$ cat src/rtl/sonar_pkg.sv
// Shared types and constants for the ultrasonic sonar controller.
package sonar_pkg;

    typedef enum logic [1:0] {
        IDLE      = 2'd0,
        TRIG      = 2'd1,
        WAIT_ECHO = 2'd2,
        HOLDOFF   = 2'd3
    } sonar_state_t;

    localparam int TIMER_W = 13;
    localparam logic [TIMER_W-1:0] TIMER_MAX = 13'd8191;

    // Width of a counter that must hold the values 0 .. n-1 (at least one bit).
    function automatic int cnt_width(input int n);
        if (n <= 1) begin
            return 1;
        end
        return $clog2(n);
    endfunction

endpackage

$ cat src/rtl/sonar_controller_echo_sync.sv
// Brings the asynchronous sensor echo into the clk domain and flags its rising edges.
module echo_sync (
    input  logic clk,
    input  logic reset,
    input  logic async_in,
    output logic rise
);

    logic sync_1;
    logic sync_2;
    logic sync_prev;

    // Two metastability flops followed by a delayed copy used for edge detection.
    always_ff @(posedge clk) begin
        if (reset) begin
            sync_1    <= 1'b0;
            sync_2    <= 1'b0;
            sync_prev <= 1'b0;
        end else begin
            sync_1    <= async_in;
            sync_2    <= sync_1;
            sync_prev <= sync_2;
        end
    end

    // A steady high level never produces a pulse; only a fresh 0->1 step does.
    assign rise = sync_2 & ~sync_prev;

endmodule

$ cat src/rtl/sonar_controller.sv
// Sonar ranging controller: fires a trigger pulse, times the echo in ticks,
// reports the result, then waits out a dead time before the next shot.
module sonar_controller
    import sonar_pkg::*;
#(
    parameter int TRIG_CYCLES    = 500,
    parameter int TICK_DIV       = 50,
    parameter int HOLDOFF_CYCLES = 3000000
) (
    input  logic               clk,
    input  logic               reset,
    input  logic               start,
    input  logic               continuous,
    input  logic               echo,
    output logic               trig,
    output logic [TIMER_W-1:0] timer,
    output logic [TIMER_W-1:0] echo_time,
    output logic               valid,
    output logic               timeout,
    output logic               busy
);

    localparam int TRIG_W  = cnt_width(TRIG_CYCLES);
    localparam int PRESC_W = cnt_width(TICK_DIV);
    localparam int HOLD_W  = cnt_width(HOLDOFF_CYCLES);

    localparam logic [TRIG_W-1:0]  TRIG_LAST  = TRIG_W'(TRIG_CYCLES - 1);
    localparam logic [PRESC_W-1:0] PRESC_LAST = PRESC_W'(TICK_DIV - 1);
    localparam logic [HOLD_W-1:0]  HOLD_LAST  = HOLD_W'(HOLDOFF_CYCLES - 1);

    sonar_state_t       state;
    sonar_state_t       state_n;
    logic [TRIG_W-1:0]  trig_cnt;
    logic [TRIG_W-1:0]  trig_cnt_n;
    logic [PRESC_W-1:0] presc;
    logic [PRESC_W-1:0] presc_n;
    logic [HOLD_W-1:0]  hold_cnt;
    logic [HOLD_W-1:0]  hold_cnt_n;
    logic               trig_n;
    logic [TIMER_W-1:0] timer_n;
    logic [TIMER_W-1:0] echo_time_n;
    logic               valid_n;
    logic               timeout_n;
    logic               busy_n;
    logic               echo_rise;

    echo_sync u_echo_sync (
        .clk      (clk),
        .reset    (reset),
        .async_in (echo),
        .rise     (echo_rise)
    );

    // State, counters and every output are registered here; reset wins over everything.
    always_ff @(posedge clk) begin
        if (reset) begin
            state     <= IDLE;
            trig_cnt  <= '0;
            presc     <= '0;
            hold_cnt  <= '0;
            trig      <= 1'b0;
            timer     <= '0;
            echo_time <= '0;
            valid     <= 1'b0;
            timeout   <= 1'b0;
            busy      <= 1'b0;
        end else begin
            state     <= state_n;
            trig_cnt  <= trig_cnt_n;
            presc     <= presc_n;
            hold_cnt  <= hold_cnt_n;
            trig      <= trig_n;
            timer     <= timer_n;
            echo_time <= echo_time_n;
            valid     <= valid_n;
            timeout   <= timeout_n;
            busy      <= busy_n;
        end
    end

    // Next-state and next-output decode; pulses default low, everything else holds.
    always_comb begin
        state_n     = state;
        trig_cnt_n  = trig_cnt;
        presc_n     = presc;
        hold_cnt_n  = hold_cnt;
        trig_n      = trig;
        timer_n     = timer;
        echo_time_n = echo_time;
        valid_n     = 1'b0;
        timeout_n   = 1'b0;

        case (state)
            IDLE: begin
                if (start) begin
                    state_n    = TRIG;
                    trig_n     = 1'b1;
                    trig_cnt_n = '0;
                end
            end

            TRIG: begin
                if (trig_cnt == TRIG_LAST) begin
                    state_n = WAIT_ECHO;
                    trig_n  = 1'b0;
                    timer_n = '0;
                    presc_n = '0;
                end else begin
                    trig_cnt_n = trig_cnt + TRIG_W'(1);
                end
            end

            WAIT_ECHO: begin
                if (echo_rise) begin
                    state_n     = HOLDOFF;
                    hold_cnt_n  = '0;
                    echo_time_n = timer;
                    valid_n     = 1'b1;
                end else if (timer == TIMER_MAX) begin
                    state_n     = HOLDOFF;
                    hold_cnt_n  = '0;
                    echo_time_n = TIMER_MAX;
                    timeout_n   = 1'b1;
                end else if (presc == PRESC_LAST) begin
                    presc_n = '0;
                    timer_n = timer + TIMER_W'(1);
                end else begin
                    presc_n = presc + PRESC_W'(1);
                end
            end

            HOLDOFF: begin
                if (hold_cnt == HOLD_LAST) begin
                    if (continuous) begin
                        state_n    = TRIG;
                        trig_n     = 1'b1;
                        trig_cnt_n = '0;
                    end else begin
                        state_n = IDLE;
                    end
                end else begin
                    hold_cnt_n = hold_cnt + HOLD_W'(1);
                end
            end

            default: begin
                state_n = IDLE;
                trig_n  = 1'b0;
            end
        endcase

        busy_n = (state_n != IDLE);
    end

endmodule

$ cat config.mk
export PLATFORM = sky130hd
export DESIGN_NAME = sonar_controller
export DESIGN_NICKNAME = d
export VERILOG_FILES = /design/src/rtl/sonar_pkg.sv /design/src/rtl/sonar_controller_echo_sync.sv /design/src/rtl/sonar_controller.sv
export SDC_FILE = /design/constraint.sdc
export NUM_CORES = 1
export LEC_CHECK = 0
export BUFFER_PORTS_ARGS = -buffer_cell sky130_fd_sc_hd__buf_2
export CAP_MARGIN = 5
export CORE_MARGIN = 4
export CORE_UTILIZATION = 40
export CTS_BUF_LIST = sky130_fd_sc_hd__clkbuf_8
export DETAILED_ROUTE_END_ITERATION = 8
export PLACE_DENSITY_LB_ADDON = 0.08
export SKIP_CTS_REPAIR_TIMING = 1
export SYNTH_ARGS = -nofsm -noshare
export SYNTH_HDL_FRONTEND = slang
export SYNTH_SLANG_ARGS = --single-unit
$ cat constraint.sdc
create_clock -name clk -period 6.1 [get_ports clk]
set_clock_uncertainty 0.15 [all_clocks]
set_input_delay 1.22 -clock clk [delete_from_list [all_inputs] [get_ports clk]]
set_output_delay 1.22 -clock clk [all_outputs]
set_load 0.02 [all_outputs]
* After elaboration in Yosys (flattened, before gate mapping)
Index checks and enable logic that the tools add are counted.
Word-level totals: register bits 72, input port bits 5, output and inout port bits 30, logic and storage cells 86
Operators by class: add/subtract/negate cells 4, equal/unequal tests 17, muxes and demuxes 35, bitwise logic cells 3, reduce and logical (&&, ||, !) cells 14
Operators by type and width (count):
- $mux W13 | 6
- $mux W22 | 3
- $pmux W22 S2 | 1
- $mux W9 | 4
- $pmux W9 S3 | 1
- $pmux W13 S2 | 1
- $mux W6 | 4
- $add A22 B1 Y22 const B | 1
- $eq A22 B22 Y1 const B | 1
- $ne A2 B2 Y1 const B | 9
- $reduce_and A5 Y1 | 3
- $add A13 B1 Y13 const B | 1
- $eq A13 B13 Y1 const B | 1
- $pmux W6 S2 | 1
- $mux W2 | 5
- $add A9 B1 Y9 const B | 1
- $eq A9 B9 Y1 const B | 1
- $pmux W2 S4 | 1
- $reduce_bool A2 Y1 | 4
- $mux W1 | 7
- $add A6 B1 Y6 const B | 1
- $eq A6 B6 Y1 const B | 1
- $eq A2 B2 Y1 const B | 2
- $reduce_and A4 Y1 | 1
- other kinds (11) | 12

* Depth between registers and ports, before layout
depth in word-level cells 5, depth in mapped cells 9, gate-level depth less buffers 6

* Modules after synthesis
From an unflattened synthesis, not the netlist that was laid out.
Second synthesis, totals: cell total of the unflattened synthesis 372, area, all modules 3335.7 µm²
Modules (own cells, without submodules):
- sonar_controller | times used 1, cells each 365, area each 3248.1 µm², sequential area each 1381.3 µm²
- echo_sync | times used 1, cells each 7, area each 87.6 µm², sequential area each 60.1 µm²

* Least setup slack after synthesis
OpenSTA, ideal clock, no wires.
path kind input to register, start point input port reset, end point register trig_cnt[6], library setup time 87 ps, arrival time 2180 ps, required time 5863 ps, path slack 3683 ps, stages 6, buffers on the path 1, cell sequence inv_1 clkbuf_1 nand2_1 a31oi_1 nand2b_1 o31ai_1
RTL lines:
- start: declaration | line sonar_controller.sv:11 | input logic reset,
- end signal: assignment | line sonar_controller.sv:69 | trig_cnt <= trig_cnt_n;
- end: declaration | line sonar_controller.sv:33 | logic [TRIG_W-1:0] trig_cnt;

==> results by group <==
Status
  – Outcome: finished clean

Power and ir drop
  – Gate power share: under 10%
  – Power Internal: between 0.7 and 0.8 mW
  – Clock share of power: between 40% and 50%
  – Part of the power in registers: between 50 and 60%
  – Pwr per Cell Area: about 230 mW/mm^2
  – Psw: 0.197 mW
  – VDD IR max: ~0.11 mV
  – Leakage: around 1.4 nW
  – Switching share of power: between 20% and 30%

Timing
  – RSZ-0062 raised after global routing: no
  – Rel. slew slack: 42.3%
  – # setup viols final: 0
  – Final Hold Viols: 0
  – Tmin final: between 3 and 4 ns
  – Slack of the critical path: around 2.8 ns
  – Sum Neg Setup Slack: 0 ns
  – Period utilization: a little over half
  – Max frequency: around 0.30 GHz
  – Max-slew violation count: 0
  – Actual slew at the worst max-slew pin: between 0.8 and 0.9 ns

Final layout
  – Layout cells sized above 1: between 10% and 20%
  – Fin nets: 425
  – Area Overhead vs Synth: 12.6%
  – Number of diodes: 0
  – Fin cells: approximately 520

Global routing
  – Global-route wire length before repair: ~13000 um
  – Largest net degree at the start of global routing: 21
  – Grt total ovfl: 0
  – Initial antenna violation count: 0
  – Vias in the first global route: 2752
  – Gr usage total: between 15 and 20%

Logic synthesis
  – Syn_area_per_cell: about 9.0 um^2
  – Asr flop ratio synth: 0%
  – Post-synth EDFFs: 0
  – Yosys cell types: 55
  – Synthesized flop and latch total: 72
  – YS warnings: 0
  – Post-Syn Instances: ~390
  – Post-Syn Area: between 0.003 and 0.004 mm^2
  – Share of the yosys chip area belonging to registers: between 40% and 50%
  – Primary FF master, synth: dfxtp_1
  – Post-Syn Nets: roughly 400

Clock tree
  – Clock buffer depth: 2
  – Clk slew on worst S/H paths: around 0.07 ns
  – Clock buffer count from CTS: 9
  – Clk Latency, worst-skew pair: around 0.35 ns
  – H-tree depth: 3
  – Root Buffer: clkbuf_8
  – Clk sinks: 72
  – CTS tree: done

Routing
  – Post-route ant nets: 0
  – Routed WL: 8070 um
  – DR pass1 iterations: 5
  – Routed via count: approximately 3000
  – Remaining DRCs: 0
  – Iter 0 DRT Violations: approximately 150
  – Wire length per cell: around 15 um
  – DR vias/cell: between 5 and 6

Worst hold path
  – Worst min path class: reg -> reg

Floorplanning
  – Die X: between 100 and 150 um
  – Die Y: about 100 um
  – Core Box Area: around 0.0083 mm^2
  – Num rows: 33
  – Initial Util: a little over two fifths
  – Die area: 0.0102 mm^2
  – Boundary pin count: 35

Worst setup path
  – Crit-path max cell delay: between 0.7 and 0.8 ns
  – WS Path Type: in -> reg
  – Slowest CP cell: nand3_1
  – Crit end category: register
  – Critical Path RT: 6.24 ns
  – Crit Path Max Fanout: 20
  – Worst endpoint data arrival time: roughly 3.4 ns
  – Critical Path Start Type: primary input
  – Cell family with most CP delay: simple AND/OR/NAND/NOR gates
  – Cell Chain, Critical Path: buf_2 -> inv_1 -> nand3_1 -> or4_1 -> nand2_1
  – Buffers & Inverters on Critical Path: 2

Placed design
  – IO Port Bufs: 34
  – Placed cells: ~510
  – Global placement routability congestion: 0.805
  – Pre-CTS setup slack: ~2.4 ns
  – Post-DP HPWL: about 5700 um

Job
  – Max-cap violations: 0
## cells by family (layout without fill, tap and decap cells)
logic type / after synthesis / in the layout / share of synthesized area (%)
compound gates: 88 / 88 / 19.5
xor+xnor: 17 / 17 / 4.29
fa+ha+maj: 5 / 5 / 1.80
buf+inv: 26 / 59 / 3.28
flops: 72 / 72 / 41.5
mux: 3 / 3 / 0.865
simple gates: 175 / 175 / 28.8
## cell usage in the layout (no fill, tap or decap), drive strengths merged, types with 2 or more instances in the layout
master	instances
a2111oi	3
a211o	3
a211oi	3
a21boi	5
a21oi	25
a31oi	2
a41oi	2
and2	3
and3	6
and4	5
buf	35
bufinv	2
clkbuf	9
clkinv	2
clkinvlp	2
dfxtp	72
ha	5
inv	9
mux2i	3
nand2	35
nand2b	4
nand3	21
nand4	24
nor2	31
nor2b	4
nor3	4
nor3b	2
nor4	7
o211ai	7
o21ai	12
o221a	13
o31ai	6
or2	2
or3	13
or4	8
xnor2	12
xor2	5
## sequential cells by signal, indices dropped and copies added (netlist names), 2 cells and up
name,cells
hold_cnt,22
echo_time,13
timer,13
trig_cnt,9
presc,6
state,2
## path summary, 6_finish.rpt
check             cells after the start                 end               start  slack [ns]
hold reg to reg                       1  u_echo_sync.sync_2  u_echo_sync.sync_1        0.31
hold / removal                        1  u_echo_sync.sync_2  u_echo_sync.sync_1        0.31
setup / recovery                      5        hold_cnt[15]               reset        2.81
setup reg to reg                      4        hold_cnt[15]            state[0]        3.04
## cell type report
| class | count | area (um^2) |
|---|---|---|
| clock inverter | 6 | 85.1 |
| sequential | 72 | 1440 |
| clock buffer | 9 | 124 |
| multi-input combinational | 288 | 1920 |
| timing repair buffer | 35 | 178 |
| tap | 105 | 131 |
| inverter | 9 | 33.8 |
| fill | 829 | 4430 |
## power groups by stage
stage	Sequential [mW]	Combinational, mW	Clock (mW)
2_1_floorplan	0.487	0.0165	0
3_3_place_gp	0.487	0.0242	0
3_5_place_dp	0.487	0.0241	0
4_1_cts	0.476	0.0243	0.416
5_1_grt	0.477	0.0269	0.433
6_report	0.476	0.0242	0.404
## metal layers
layer  track usage [%]  vias to the layer above  wire length, um
li1                  -                     1505                -
met1              24.0                     1421             4160
met3              3.03                       12              321
met2              23.4                       59             3440
met4              6.85                        0              151
met5                 0                        -                0
## worst reg2reg max path, delay by kind of cell (launching register included)
kind	cells	cell delay [ns]
DFF	1	0.60
and+or+nand+nor	4	2.25
## through the flow
step           cell area (um^2)  total power [mW]  hold slack [ns]  utilization (%)
3_3_place_gp               3700             0.512            0.293             44.4
3_5_place_dp               3700             0.512            0.279             44.4
2_1_floorplan              3470             0.503            0.264                -
5_1_grt                    3910             0.937            0.331             46.9
4_1_cts                    3910             0.917            0.311             46.9
6_report                   3910             0.904            0.313             46.9
## Yosys cell counts, types with 3 or more instances
library cell,instances,area [um^2]
and3_1,5,31.3
nor4_1,5,31.3
dfxtp_1,72,1440
nand2_1,35,131
xnor2_1,12,105
a211o_1,3,26.3
nand4_1,21,131
a211oi_1,3,22.5
mux2i_1,3,30.0
nor2b_1,4,25.0
nand3_1,21,105
nor2_1,31,116
a21boi_0,4,30.0
ha_1,5,62.6
nand2b_1,4,25.0
a21oi_1,25,125
nand4_2,3,37.5
xor2_1,5,43.8
or3_1,13,81.3
o221a_2,13,146
or4_1,8,60.1
o211ai_1,7,52.6
clkbuf_1,7,26.3
o31ai_1,6,45.0
o21ai_0,12,60.1
buf_2,7,35.0
nor3_1,4,20.0
and2_1,3,18.8
and4_1,4,35.0
inv_1,9,33.8
Power figures use the tool's default switching activity.
